$ cat config.mk
export PLATFORM = sky130hd
export DESIGN_NAME = gpio_apb_irq
export DESIGN_NICKNAME = d
export VERILOG_FILES = /design/src/rtl/gpio_apb_irq.sv
export SDC_FILE = /design/constraint.sdc
export NUM_CORES = 1
export LEC_CHECK = 0
export BUFFER_PORTS_ARGS = -buffer_cell sky130_fd_sc_hd__buf_2
export CAP_MARGIN = 40
export CORE_UTILIZATION = 50
export CTS_CLUSTER_DIAMETER = 100
export CTS_CLUSTER_SIZE = 28
export DETAILED_ROUTE_END_ITERATION = 8
export GPL_TIMING_DRIVEN = 0
export PLACE_DENSITY = 0.81
export RECOVER_POWER = 25
export SLEW_MARGIN = 40
export SYNTH_ARGS = -nofsm -noshare
export SYNTH_HDL_FRONTEND = slang
export SYNTH_SLANG_ARGS = --single-unit
export TNS_END_PERCENT = 100
$ cat constraint.sdc
create_clock -name clock -period 2.25 [get_ports clock]
set_input_delay 0.225 -clock clock [delete_from_list [all_inputs] [get_ports clock]]
set_output_delay 0.225 -clock clock [all_outputs]
set_load 0.02 [all_outputs]
$ cat src/rtl/gpio_apb_irq.sv
// APB GPIO peripheral: output, input and 7-segment registers plus per-pin
// edge-detect interrupts that are merged onto one registered level irq line.

module gpio_apb_irq_pin #(
  parameter int SYNC_STAGES = 2
) (
  input  logic clock,
  input  logic reset,
  input  logic pin,
  input  logic en,
  input  logic pol,
  input  logic clr,
  output logic sync,
  output logic pend
);
  logic [SYNC_STAGES-1:0] sync_pipe;
  logic                   prev;
  logic                   set;

  assign sync = sync_pipe[SYNC_STAGES-1];
  assign set  = en & (pol ? (sync & ~prev) : (~sync & prev));

  always_ff @(posedge clock) begin
    if (reset) begin
      sync_pipe <= '0;
      prev      <= 1'b0;
      pend      <= 1'b0;
    end else begin
      sync_pipe <= {sync_pipe[SYNC_STAGES-2:0], pin};
      prev      <= sync;
      // A new edge takes priority over a W1C landing in the same cycle
      pend      <= set | (pend & ~clr);
    end
  end
endmodule

module gpio_apb_irq #(
  parameter int NUM_GPIO    = 16,
  parameter int NUM_SEG     = 8,
  parameter int SYNC_STAGES = 2
) (
  input  logic                  clock,
  input  logic                  reset,
  input  logic [31:0]           in_paddr,
  input  logic                  in_psel,
  input  logic                  in_penable,
  input  logic [2:0]            in_pprot,
  input  logic                  in_pwrite,
  input  logic [31:0]           in_pwdata,
  input  logic [3:0]            in_pstrb,
  output logic                  in_pready,
  output logic [31:0]           in_prdata,
  output logic                  in_pslverr,
  output logic [NUM_GPIO-1:0]   gpio_out,
  input  logic [NUM_GPIO-1:0]   gpio_in,
  output logic [8*NUM_SEG-1:0]  gpio_seg,
  output logic                  irq
);
  typedef enum logic [2:0] {
    A_OUT, A_IN, A_SEG_LO, A_SEG_HI, A_IRQ_EN, A_IRQ_POL, A_IRQ_PEND, A_NONE
  } addr_e;

  logic                       access, wr;
  addr_e                      addr;
  logic [NUM_GPIO-1:0]        wmask, wdata_g;
  logic [NUM_GPIO-1:0]        out_q, irq_en, irq_pol, irq_pend, pend_clr, sync_in;
  logic [NUM_SEG-1:0][7:0]    seg_q;
  logic [63:0]                seg_all;
  logic                       unused_ok;

  assign access    = in_psel & in_penable;
  assign wr        = access & in_pwrite;
  assign addr      = addr_e'(in_paddr[4:2]);
  assign wdata_g   = in_pwdata[NUM_GPIO-1:0];
  assign in_pready = 1'b1;
  assign gpio_out  = out_q;
  assign gpio_seg  = seg_q;
  assign seg_all   = 64'(seg_q);
  assign unused_ok = ^{in_paddr[31:5], in_paddr[1:0], in_pprot, in_pwdata, in_pstrb};

  always_comb begin
    wmask = '0;
    for (int i = 0; i < NUM_GPIO; i++) wmask[i] = in_pstrb[i/8];
  end

  always_ff @(posedge clock) begin
    if (reset) begin
      out_q   <= '0;
      irq_en  <= '0;
      irq_pol <= '0;
    end else if (wr) begin
      if (addr == A_OUT)     out_q   <= (out_q   & ~wmask) | (wdata_g & wmask);
      if (addr == A_IRQ_EN)  irq_en  <= (irq_en  & ~wmask) | (wdata_g & wmask);
      if (addr == A_IRQ_POL) irq_pol <= (irq_pol & ~wmask) | (wdata_g & wmask);
    end
  end

  // Digits 0..3 live in SEG_LO, 4..7 in SEG_HI; byte lane = digit mod 4
  always_ff @(posedge clock) begin
    if (reset) seg_q <= '0;
    else if (wr) begin
      for (int d = 0; d < NUM_SEG; d++)
        if (((addr == A_SEG_LO && d < 4) || (addr == A_SEG_HI && d >= 4)) && in_pstrb[d%4])
          seg_q[d] <= in_pwdata[8*(d%4)+:8];
    end
  end

  assign pend_clr = (wr && addr == A_IRQ_PEND) ? (wmask & wdata_g) : '0;

  for (genvar i = 0; i < NUM_GPIO; i++) begin : g_pin
    gpio_apb_irq_pin #(.SYNC_STAGES(SYNC_STAGES)) u_pin (
      .clock (clock),
      .reset (reset),
      .pin   (gpio_in[i]),
      .en    (irq_en[i]),
      .pol   (irq_pol[i]),
      .clr   (pend_clr[i]),
      .sync  (sync_in[i]),
      .pend  (irq_pend[i])
    );
  end

  always_ff @(posedge clock) begin
    if (reset) irq <= 1'b0;
    else       irq <= |(irq_pend & irq_en);
  end

  always_comb begin
    in_prdata = '0;
    if (access) begin
      case (addr)
        A_OUT:      in_prdata = 32'(out_q);
        A_IN:       in_prdata = 32'(sync_in);
        A_SEG_LO:   in_prdata = seg_all[31:0];
        A_SEG_HI:   in_prdata = seg_all[63:32];
        A_IRQ_EN:   in_prdata = 32'(irq_en);
        A_IRQ_POL:  in_prdata = 32'(irq_pol);
        A_IRQ_PEND: in_prdata = 32'(irq_pend);
        default:    in_prdata = '0;
      endcase
    end
  end

  assign in_pslverr = access & ((addr == A_NONE) | (addr == A_IN & in_pwrite));
endmodule

Yosys cells after proc, flatten, opt, wreduce, memory -nomap -nowiden
Cells that the tools add are included.

Bitwise operators: 142. Equal/unequal tests: 7. Reductions and logical operators: 22. Multiplexer cells: 19.

Operators by type and width (number): one-hot mux 32 bit (7 select lines) (1); AND 16 bit (5); AND 1 bit (68); NOT 1 bit (48); bitwise OR 16 bit (3); 2-to-1 mux 32 bit (1); AND reduction 2 bit (11); bitwise OR 1 bit (17); 2-to-1 mux 1 bit (16); 2-to-1 mux 16 bit (1); NOT 16 bit (1); OR reduction 16 bit (1); equality test 3 bit, second input constant (4); logical AND 1 bit (9); equality test 3 x 2 -> 1 bit, second input constant (2); equality test 3 x 1 -> 1 bit, second input constant (1); zero test 3 bit (1).

Flip-flop bits (word level): 177. Logic and storage cells: 250. Bits of input ports: 92.

Logic depth before layout (Yosys ltp)
Gate-level depths: netlist of the first run.

Depth in word-level cells: 7. Mapped depth: 7.

By module
Synthesis of the first run repeated with hierarchy kept, for this count alone.

Cell total of the unflattened synthesis: 826. Area total of the unflattened synthesis: 7626.1 um^2.

Modules (own cells, without submodules): gpio_apb_irq (cells an instance 650, area each 5524.0 um^2, times used 1, sequential area each 2262.2 um^2); gpio_apb_irq_pin (cells an instance 11, area each 131.4 um^2, times used 16, sequential area each 80.1 um^2).

Worst setup path before layout of the first run
OpenSTA, ideal clock, no wires.

Path kind: input-to-output. Start point: in in_paddr[3]. End point: out in_pslverr. Path slack: 0.437 ns. Stages on the path: 5. Buffers on the path: 3. Arrival time: 1.588 ns. Cells stage by stage: buf_2 > buf_2 > clkbuf_1 > a21oi_1 > nor3b_1.

Cells in the longest elaborated chain, start to end: 4.

RTL lines: start: declaration (RTL line 44) `input logic [31:0] in_paddr,`; equality test 3 x 1 -> 1 bit (RTL line 144) `assign in_pslverr = access & ((addr == A_NONE) | (addr == A_IN & in_pwrite));`; AND 1 bit (RTL line 144); bitwise OR 1 bit (*) (RTL line 144); AND 1 bit (*) (RTL line 144); end: declaration (RTL line 53) `output logic in_pslverr,`.

Every way passes the cells marked *; elsewhere a longest branch is shown, timed or not.

Worst setup path after layout of the first run
Start point: in in_paddr[4]. End point: out in_prdata[5].

Cells in the longest elaborated chain, start to end: 3.

RTL lines: equality test 3 bit, or another cell as far along (RTL line 131) `case (addr)`; one-hot mux 32 bit (7 select lines) (*) (RTL line 131); 2-to-1 mux 32 bit (*) (RTL line 130) `if (access) begin`; end: declaration (RTL line 52) `output logic [31:0] in_prdata,`.

Marked as above.

==> key figures, run 1 <==
Logic synthesis
  – Most common cell in the netlist: nand2_1
  – Synthesized Nets: 960
  – Unique masters post-synth: 40
  – Synth Register Bits: between 150 and 200
  – Gate Count Post-Synth: 868
  – Area leader, netlist: dfxtp_1
  – Commonest cells in the netlist: nand2_1 (218), dfxtp_1 (177), a21oi_1 (105), mux2i_1 (56), nor2_1 (56)
  – Register area share after synthesis: 0.465
  – Async set or reset register ratio after synthesis: 0
  – Synth area leaders: dfxtp_1 (47%), nand2_1 (11%), mux2i_1 (7.4%), a21oi_1 (6.9%), mux4_2 (4.7%)
  – EDFF count, synth: 0
  – Top_reg_cell synth: dfxtp_1
  – YS warnings: 0
  – Post-synth top area share: 0.465
  – Syn_area_per_cell: slightly below 9 sq um
  – Cell area after synthesis: between 0.007 and 0.008 sq mm

Route
  – Total routed wirelength: 23300 microns
  – Final routed DRC violation total: 22
  – Pre-Repair DR Iteration Count: 7
  – Initial drt markers: approximately 720
  – Routed Antenna Nets: 0
  – DR vias/cell: 5.66
  – Via count: around 7200
  – DR WL/cell: 18.4 microns

Cells and area
  – Register Area: 0.00354 sq mm
  – Net count, final: approximately 1200
  – Area of the multi-input gates: a little under 0.004 sq mm
  – Ratio of cells with drive above 1 in the final layout: 0.220
  – Area Growth Syn to Fin: 24.5%
  – # fillers: 1195
  – ANT cells: 0
  – Core Util, Final: 0.645

Min path
  – Hold Crit Depth: 2
  – HP Class: input pin to flip-flop

STA
  – Final Hold Slack: 0.795 ps
  – Final min period: roughly 2200 ps
  – Measured slew at the worst slew-check pin: around 710 ps
  – Pins Over Slew Limit: 0
  – Final hold viol count: 0
  – Setup tns final: 0 ps
  – Setup-failing EPs final: 0
  – PnR worst setup slack: between 70 and 80 ps
  – Slew Limit Headroom: 0.524
  – Max Clock Freq: roughly 460 MHz
  – RSZ-0062 raised after global routing: false
  – Setup Skew: between 5 and 6 ps
  – Final Cycle Share: 0.967

Pwr
  – Power Dens Cells: approximately 740 mW/mm^2
  – Final Power: roughly 7.0 mW
  – LEAKAGE: just under 4 nW
  – IR drop worst, VDD: about 0.55 mV

Worst setup path
  – Critical Path RT: around 2000 ps
  – Reg2Reg Depth: 4
  – Critical path, cell by cell: buf_4 > buf_4 > clkbuf_1 > mux4_2 > o211a_1 > buf_2
  – CP Capture Type: output port
  – Cell mode on critical path: buf_4
  – Crit path kind: input pin to output port
  – Slowest CP cell: clkbuf_1
  – Worst Setup Start Kind: input pin
  – Worst Path Max Fanout: 10
  – CP max stage delay: 510 ps
  – Worst R2R Setup Slack: around 950 ps
  – Arr. time, crit path: about 2000 ps

Global route
  – Total gr overflow: 0
  – GRT Resource Usage Total: 0.298
  – Largest net degree at the start of global routing: 17
  – Number of global-route vias before repair: 6732
  – Antenna violations before repair: 0
  – First-pass GRT wire length: 35900 microns

Floorplan
  – # rows: 44
  – Die Span Y: approximately 130 microns
  – Die area: approximately 0.016 sq mm
  – CORE AREA: approximately 0.015 sq mm
  – Die X: ~130 microns
  – Top-level I/O count: just over 200
  – Initial core utilization: 0.518

CTS
  – Root buf cell: clkbuf_16
  – Worst-path clk slew: 60 ps
  – H-tree Lvls: 4
  – CTS tree: built
  – Clk sinks: approximately 180
  – Worst-skew pair later-pin latency: 430 ps
  – Number of CTS-inserted buffers: 17
  – Post-CTS Setup Bufs: 0
  – Max clock buf depth: 2

Place
  – HPWL Detailed: around 17000 microns
  – GP Congestion: 0.954
  – IO buf count: between 150 and 200
  – Worst slack at placement: around 45 ps

Outcome
  – Violated checks: design-rule violations
  – Status: finished with violations

Job
  – Max Cap Viol: 0
-- cells in the final DEF, fill, tap and decap left out, types with 4 or more instances in the layout --
| cell | count |
|---|---|
| nor2_1 | 56 |
| buf_4 | 5 |
| bufinv_16 | 6 |
| o211a_1 | 16 |
| o21ai_0 | 32 |
| nand4_1 | 4 |
| nor2_4 | 4 |
| nand2_1 | 218 |
| nand3_1 | 18 |
| o211ai_1 | 16 |
| nor3b_1 | 19 |
| mux4_2 | 16 |
| dfxtp_1 | 177 |
| clkbuf_16 | 17 |
| mux2i_1 | 56 |
| a21oi_1 | 105 |
| buf_2 | 167 |
| nor2b_1 | 49 |
| dlygate4sd3_1 | 12 |
| clkbuf_1 | 43 |
-- area by class of cell --
cell class / instances / share of cell area
Multi-Input combinational cell: 642 / 0.406
Clock buffer: 22 / 0.0490
Sequential cell: 177 / 0.374
Tap cell: 184 / 0.0243
Buffer: 49 / 0.0245
Clock inverter: 10 / 0.0216
Timing Repair Buffer: 182 / 0.101
-- what timing repair did --
item                       CTS  global route
hold buffers                12             0
hold endpoints to repair    12             0
gates resized for setup      0             3
setup endpoints to repair    0             3
-- routing by layer --
metal,part of all wire,global-route usage,vias up
met4,0.038,0.164,0
li1,-,-,3378
met5,0,0,-
met2,0.47,0.482,465
met3,0.10,0.0693,77
met1,0.39,0.367,3247
-- through the flow --
| step | cells | instance area [sq um] |
|---|---|---|
| after floorplan | 868 | 7610 |
| after global placement | 1222 | 8700 |
| after detailed placement | 1222 | 8700 |
| after CTS | 1266 | 9490 |
| after global routing | 1266 | 9480 |
| final | 1266 | 9480 |
-- where the power goes --
part	switching, mW	internal [mW]
Sequential	0.0261	3.18
Clock	1.21	2.14
Combinational	0.295	0.167
Total	1.53	5.48
-- path summary, 6_finish.rpt --
| kind | from | end |
|---|---|---|
| max | in_paddr[4] | in_prdata[5] |
| min | gpio_in[9] | g_pin[9].u_pin.sync_pipe[0] |
| max reg2reg | g_pin[10].u_pin.pend | irq |
| min reg2reg | g_pin[5].u_pin.sync_pipe[0] | g_pin[5].u_pin.sync_pipe[1] |
-- logic make-up (layout without fill, tap and decap cells) --
| logic type | Yosys count | count (layout) | synth area share |
|---|---|---|---|
| buffers and inverters | 49 | 263 | 0.0307 |
| muxes | 72 | 72 | 0.121 |
| AOI/OAI and AO/OA | 179 | 179 | 0.138 |
| and+or+nand+nor | 390 | 390 | 0.244 |
| other | 1 | 1 | 0.000492 |
| DFF | 177 | 177 | 0.465 |
-- critical path: cells and delay by family --
kind            cells  cell delay (ps)
compound gates      1              260
buf+inv             4             1040
mux                 1              420
Power figures use the tool's default switching activity.
==> run 2, diff against run 1 <==
--- a/config.mk
+++ b/config.mk
@@ -7,12 +7,13 @@
 export LEC_CHECK = 0
 export BUFFER_PORTS_ARGS = -buffer_cell sky130_fd_sc_hd__buf_2
 export CAP_MARGIN = 40
-export CORE_UTILIZATION = 50
+export CORE_MARGIN = 2
+export CORE_UTILIZATION = 45
 export CTS_CLUSTER_DIAMETER = 100
 export CTS_CLUSTER_SIZE = 28
 export DETAILED_ROUTE_END_ITERATION = 8
 export GPL_TIMING_DRIVEN = 0
-export PLACE_DENSITY = 0.81
+export PLACE_DENSITY = 0.74
 export RECOVER_POWER = 25
 export SLEW_MARGIN = 40
 export SYNTH_ARGS = -nofsm -noshare
==> run 2 against run 1 <==
The run now ends clean. Power is 5.3% lower. First-iteration DRC count is 10% lower. Fmax is 0.69% lower. Highest routed layer unchanged. Register-to-register slack worse by 70 ps. Setup slack worse by 15 ps. Clock-buffer cell count is 4 lower.
==> key figures, run 2 (same netlist as run 1, synthesis figures left out) <==
STA
  – Max Clock Freq: 457 MHz (-0.69%)
  – Measured slew at the worst slew-check pin: 661 ps (-52.8 ps)
  – Setup Skew: 6.07 ps (+0.895 ps)
  – Pins Over Slew Limit: 0 (unchanged)
  – Final hold viol count: 0 (unchanged)
  – RSZ-0062 raised after global routing: false
  – Final Cycle Share: 0.974 (+0.00676)
  – Final min period: 2190 ps (+15.2 ps)
  – Setup-failing EPs final: 0 (unchanged)
  – Setup tns final: 0 ps (unchanged)
  – Slew Limit Headroom: 0.557 (+0.0328)
  – Final Hold Slack: 4.14 ps (+3.34 ps)

Floorplan
  – Initial core utilization: 0.459 (-0.0589)
  – CORE AREA: 0.0166 sq mm (+13%)
  – Die X: 134 microns (+6.9%)
  – Die area: 0.0180 sq mm (+14%)
  – Die Span Y: 134 microns (+6.9%)
  – # rows: 47 (+6.8%)
  – Top-level I/O count: 207 (unchanged)

Job
  – Max Cap Viol: 0 (unchanged)

Cells and area
  – Area Growth Syn to Fin: 24.3%
  – Most common library cell in the layout ignoring fill and taps: nand2_1
  – Commonest cells after routing, fill and taps aside: nand2_1 (218), dfxtp_1 (177), buf_2 (167)
  – Ratio of cells with drive above 1 in the final layout: 0.223 (+0.00257)
  – ANT cells: 0 (unchanged)
  – Core Util, Final: 0.571 (-0.0745)
  – # fillers: 1522 (+27%)
  – Net count, final: 1162 (+0.086%)

Route
  – DR WL/cell: 17.7 microns (-3.8%)
  – Via count: 7027 (-2.0%)
  – Pre-Repair DR Iteration Count: 5 (-2)
  – DR vias/cell: 5.39 (-4.7%)
  – Initial drt markers: 649 (-10%)
  – Total routed wirelength: 23000 microns (-1.0%)
  – Routed Antenna Nets: 0 (unchanged)
  – Final routed DRC violation total: 0 (-100%)

Global route
  – Met3 Use GR: 0.0533 (-0.0160)
  – GR Layer Usage met2: 0.404 (-0.0781)
  – Total gr overflow: 0 (unchanged)
  – Antenna violations before repair: 0 (unchanged)
  – Largest net degree at the start of global routing: 17 (unchanged)
  – Gr busiest metal: met2
  – GRT Resource Usage Total: 0.255 (-0.0431)
  – Met1 Track Usage GR: 0.339 (-0.0284)
  – First-pass GRT wire length: 35300 microns (-1.6%)
  – Number of global-route vias before repair: 6400 (-4.9%)

Min path
  – Worst Hold Launch: gpio_in[1]
  – HP Class: input pin to flip-flop
  – Worst hold path endpoint: g_pin[1].u_pin.sync_pipe[0]
  – Hold Crit Depth: 2 (unchanged)

Worst setup path
  – CP Capture Type: output port
  – CP delay by family, top: buffers and inverters
  – Reg2Reg Depth: 4 (unchanged)
  – Worst reg2reg path startpoint: g_pin[10].u_pin.pend
  – Cell mode on critical path: buf_4
  – Worst R2R Setup Slack: 880 ps (-70 ps)
  – Critical path buffers and inverters: 4 (unchanged)
  – Critical Path RT: 2030 ps (about the same)
  – Arr. time, crit path: 1970 ps (+20 ps)
  – Crit path kind: input pin to output port
  – CP max stage delay: 530 ps (+20 ps)
  – Slowest CP cell: clkbuf_1
  – Critical path, cell by cell: buf_4 > buf_4 > clkbuf_1 > mux4_2 > o211a_1 > buf_2
  – Worst Setup Start Kind: input pin
  – Worst Path Max Fanout: 10 (unchanged)
  – FF-to-FF End: irq

CTS
  – Max clock buf depth: 2 (unchanged)
  – Worst-path clk slew: 60 ps (about the same)
  – Root buf cell: clkbuf_16
  – Number of CTS-inserted buffers: 17 (unchanged)
  – Clk sinks: 177 (unchanged)
  – Worst-skew pair later-pin latency: 430 ps (about the same)
  – Post-CTS Setup Bufs: 0 (unchanged)
  – H-tree Lvls: 4 (unchanged)
  – CTS tree: built

Pwr
  – LEAKAGE: 3.86 nW (-0.98%)
  – IR drop worst, VDD: 0.526 mV (-4.6%)
  – Power Dens Cells: 701 mW/mm^2 (-5.1%)

Outcome
  – Status: finished, final reports clean

Place
  – IO buf count: 170 (unchanged)
  – GP Congestion: 0.930 (-2.6%)
  – HPWL Detailed: 17200 microns (+2.6%)
run 2: how the worst max path moves through the flow:
stage | startpoint | endpoint | cells past startpoint
after floorplan | in_paddr[3] | in_pslverr | 5
after global placement | in_paddr[2] | in_prdata[7] | 6
after detailed placement | in_paddr[2] | in_prdata[15] | 6
after CTS | in_paddr[2] | in_prdata[19] | 7
after global routing | in_paddr[4] | in_prdata[4] | 6
final | in_paddr[4] | in_prdata[5] | 6
run 2: stage by stage:
| stage | cell area, sq um | instances | worst slack (ps) | power [mW] |
|---|---|---|---|---|
| after floorplan | 7610 | 868 | 437 | 3.52 |
| after global placement | 8740 | 1258 | 1.10 | 3.70 |
| after detailed placement | 8740 | 1258 | -8.83 | 3.71 |
| after CTS | 9470 | 1303 | 24.4 | 6.65 |
| after global routing | 9460 | 1303 | 27.3 | 6.81 |
| final | 9460 | 1303 | 59.6 | 6.63 |
run 2: worst reg2reg max path, cell delays in order, from the launching register on:
cell and delay, ps:
dfxtp_1 350, a22o_1 250, a221oi_1 280, and3_1 210
a31oi_1 130
run 2: area by class of cell:
| type | count | area [sq um] | share of cell area |
|---|---|---|---|
| Timing Repair Buffer | 183 | 970 | 0.102 |
| Multi-Input combinational cell | 642 | 3850 | 0.406 |
| Clock inverter | 14 | 155 | 0.0164 |
| Tap cell | 220 | 275 | 0.0291 |
| Sequential cell | 177 | 3540 | 0.374 |
| Clock buffer | 18 | 439 | 0.0464 |
| Buffer | 49 | 234 | 0.0247 |
run 2: metal layers:
layer / routed length (microns) / up-vias
met5: 0 / -
met4: 673 / 0
met3: 2180 / 50
met2: 10500 / 349
met1: 9680 / 3232
li1: - / 3396
run 2: where the power goes:
part	total, mW	internal, mW	switching [mW]
Combinational	0.462	0.168	0.294
Sequential	3.20	3.17	0.0250
Clock	2.97	1.68	1.29
run 2: what timing repair did:
action | in CTS | in global routing
resized for setup | 1 | 1
cloned | 0 | 0
setup endpoints to repair | 1 | 1
hold buffers | 13 | 0
endpoints found under the hold margin | 13 | 0
==> run 3, diff against run 2 <==
--- a/config.mk
+++ b/config.mk
@@ -7,7 +7,7 @@
 export LEC_CHECK = 0
 export BUFFER_PORTS_ARGS = -buffer_cell sky130_fd_sc_hd__buf_2
 export CAP_MARGIN = 40
-export CORE_MARGIN = 2
+export CORE_MARGIN = 4
 export CORE_UTILIZATION = 45
 export CTS_CLUSTER_DIAMETER = 100
 export CTS_CLUSTER_SIZE = 28
==> constraint.sdc (replaced) <==
create_clock -name clock -period 2.33 [get_ports clock]
set_input_delay 0.233 -clock clock [delete_from_list [all_inputs] [get_ports clock]]
set_output_delay 0.233 -clock clock [all_outputs]
set_load 0.02 [all_outputs]
==> run 3 against run 2 <==
Clock-buffer cell count increased by 2. Clock skew decreased by 2.1 ps. Combinational power decreased by 4.8%. Cell count decreased by 0.38%. Critical path depth unchanged. Global-route usage decreased by 0.87 points. Worst hold slack improved by 2.3 ps. Non-clock buffer count decreased by 5. Sequential power decreased by 3%. Setup slack improved by 66 ps. Flip-flop and latch count unchanged. Register-to-register slack improved by 40 ps. Critical endpoint is now in_prdata[4]. Largest power group unchanged.
==> key figures, run 3 (same netlist as run 1, synthesis figures left out) <==
STA
  – Final Hold Slack: 6.46 ps (+2.32 ps)
  – Final hold viol count: 0 (unchanged)
  – Final min period: about 2200 ps
  – Max Clock Freq: 454 MHz
  – RSZ-0062 raised after global routing: false
  – Setup tns final: 0 ps (unchanged)
  – Final Cycle Share: 0.946
  – Measured slew at the worst slew-check pin: 679 ps (+18.5 ps)
  – Setup-failing EPs final: 0 (unchanged)
  – Pins Over Slew Limit: 0 (unchanged)
  – Slew Limit Headroom: 0.545 (-0.0124)
  – Setup Skew: 3.94 ps (-2.12 ps)

CTS
  – Post-CTS Setup Bufs: 0 (unchanged)
  – Worst-skew pair later-pin latency: 430 ps (about the same)
  – CTS tree: built
  – Number of CTS-inserted buffers: 17 (unchanged)
  – Root buf cell: clkbuf_16
  – H-tree Lvls: 4 (unchanged)
  – Clk sinks: 177 (unchanged)
  – Max clock buf depth: 2 (unchanged)
  – Worst-path clk slew: 70 ps (about the same)

Worst setup path
  – Worst Setup Start Kind: input pin
  – Slowest CP cell: clkbuf_1
  – Worst Path Max Fanout: 10 (unchanged)
  – Worst path depth: 6 (unchanged)
  – Critical path, cell by cell: buf_4 > buf_4 > clkbuf_1 > mux4_2 > o211a_1 > buf_2
  – Critical path buffers and inverters: 4 (unchanged)
  – CP Capture Type: output port
  – Crit path kind: input pin to output port
  – Arr. time, crit path: 1970 ps (about the same)
  – Cell mode on critical path: buf_4
  – Reg2Reg Depth: 4 (unchanged)
  – Critical Path RT: 2100 ps (+70 ps)
  – CP delay by family, top: buffers and inverters
  – CP max stage delay: 550 ps (+20 ps)

Floorplan
  – Die area: 0.0191 sq mm (+6.1%)
  – Initial core utilization: 0.459 (unchanged)
  – Die Span Y: 138 microns (+3.0%)
  – CORE AREA: 0.0166 sq mm (unchanged)
  – Top-level I/O count: 207 (unchanged)
  – Die X: 138 microns (+3.0%)
  – # rows: 47 (unchanged)

Min path
  – Hold Crit Depth: 2 (unchanged)
  – HP Class: input pin to flip-flop

Route
  – Final routed DRC violation total: 0 (unchanged)
  – Via count: 7020 (-0.10%)
  – DR vias/cell: 5.41 (+0.29%)
  – Routed Antenna Nets: 0 (unchanged)
  – Initial drt markers: 623 (-4.0%)
  – Total routed wirelength: 23800 microns (+3.2%)
  – Pre-Repair DR Iteration Count: 5 (unchanged)
  – DR WL/cell: 18.3 microns (+3.6%)

Global route
  – Largest net degree at the start of global routing: 17 (unchanged)
  – Number of global-route vias before repair: 6742 (+5.3%)
  – First-pass GRT wire length: 37600 microns (+6.4%)
  – Antenna violations before repair: 0 (unchanged)
  – Total gr overflow: 0 (unchanged)
  – GRT Resource Usage Total: 0.246 (-0.00874)

Cells and area
  – Net count, final: 1157 (-0.43%)
  – Area Growth Syn to Fin: 23.3%
  – # fillers: 1512 (-0.66%)
  – Ratio of cells with drive above 1 in the final layout: 0.224 (+0.00196)
  – ANT cells: 0 (unchanged)
  – Post-route insts no fill: 1298 (-0.38%)
  – Most common library cell in the layout ignoring fill and taps: nand2_1
  – Commonest cells after routing, fill and taps aside: nand2_1 (218), dfxtp_1 (177), buf_2 (169)

Pwr
  – Sequential Power Share: 0.493 (+0.011)
  – Clock share of power: 0.437 (-0.011)
  – Internal power: 4.75 mW (-5.4%)
  – Sw frac: 0.242 (-0.00149)
  – Final Power: 6.27 mW (-5.6%)
  – LEAKAGE: 3.84 nW (-0.46%)
  – Psw: 1.51 mW (-6.1%)
  – IR drop worst, VDD: 0.504 mV (-4.2%)
  – Power Dens Cells: 667 mW/mm^2 (-4.8%)
  – Combinational cell fraction of total power: 0.070 (about the same)

Place
  – GP Congestion: 0.965 (+3.8%)
  – Cells after DPL: 1258 (unchanged)
  – IO buf count: 170 (unchanged)
  – HPWL Detailed: 17700 microns (+3.1%)

Job
  – Max Cap Viol: 0 (unchanged)

Outcome
  – Status: finished, final reports clean
[run 3: final timing paths]
kind	start	endpoint	slack [ps]
max	in_paddr[4]	in_prdata[4]	130
min	gpio_in[5]	g_pin[5].u_pin.sync_pipe[0]	6
max reg2reg	g_pin[10].u_pin.pend	irq	920
min reg2reg	g_pin[10].u_pin.sync_pipe[0]	g_pin[10].u_pin.sync_pipe[1]	440
[run 3: metrics by stage]
step / util / worst slack (ps) / area, sq um
4_1_cts: 0.566 / 67.4 / 9390
5_1_grt: 0.566 / 99.3 / 9390
3_5_place_dp: 0.527 / 69.5 / 8740
2_1_floorplan: - / 501 / 7610
3_3_place_gp: 0.527 / 63.3 / 8740
6_report: 0.566 / 126 / 9390
[run 3: metal layers]
layer,part of all wire,wire length [microns],track usage
met1,0.42,10100,0.315
met2,0.45,10800,0.393
met3,0.085,2030,0.0622
met4,0.037,884,0.110
met5,0,0,0
[run 3: power by group through the flow]
stage / Combinational, mW / Sequential [mW] / Clock, mW
2_1_floorplan: 0.238 / 3.16 / 0
3_3_place_gp: 0.421 / 3.16 / 0
3_5_place_dp: 0.425 / 3.16 / 0
4_1_cts: 0.437 / 3.09 / 2.76
5_1_grt: 0.472 / 3.09 / 2.89
6_report: 0.440 / 3.09 / 2.74
[run 3: cell type report]
type | count | area (sq um) | share of cell area
Multi-Input combinational cell | 642 | 3850 | 0.410
Sequential cell | 177 | 3540 | 0.377
Timing Repair Buffer | 178 | 921 | 0.0981
Clock buffer | 20 | 457 | 0.0486
Tap cell | 220 | 275 | 0.0293
Buffer | 49 | 235 | 0.0251
Clock inverter | 12 | 111 | 0.0119
[run 3: timing repair]
action / in CTS / in global routing
hold buffers: 8 / 0
setup endpoints to repair: 0 / 11
gates resized for setup: 0 / 3
hold endpoints to repair: 8 / 0
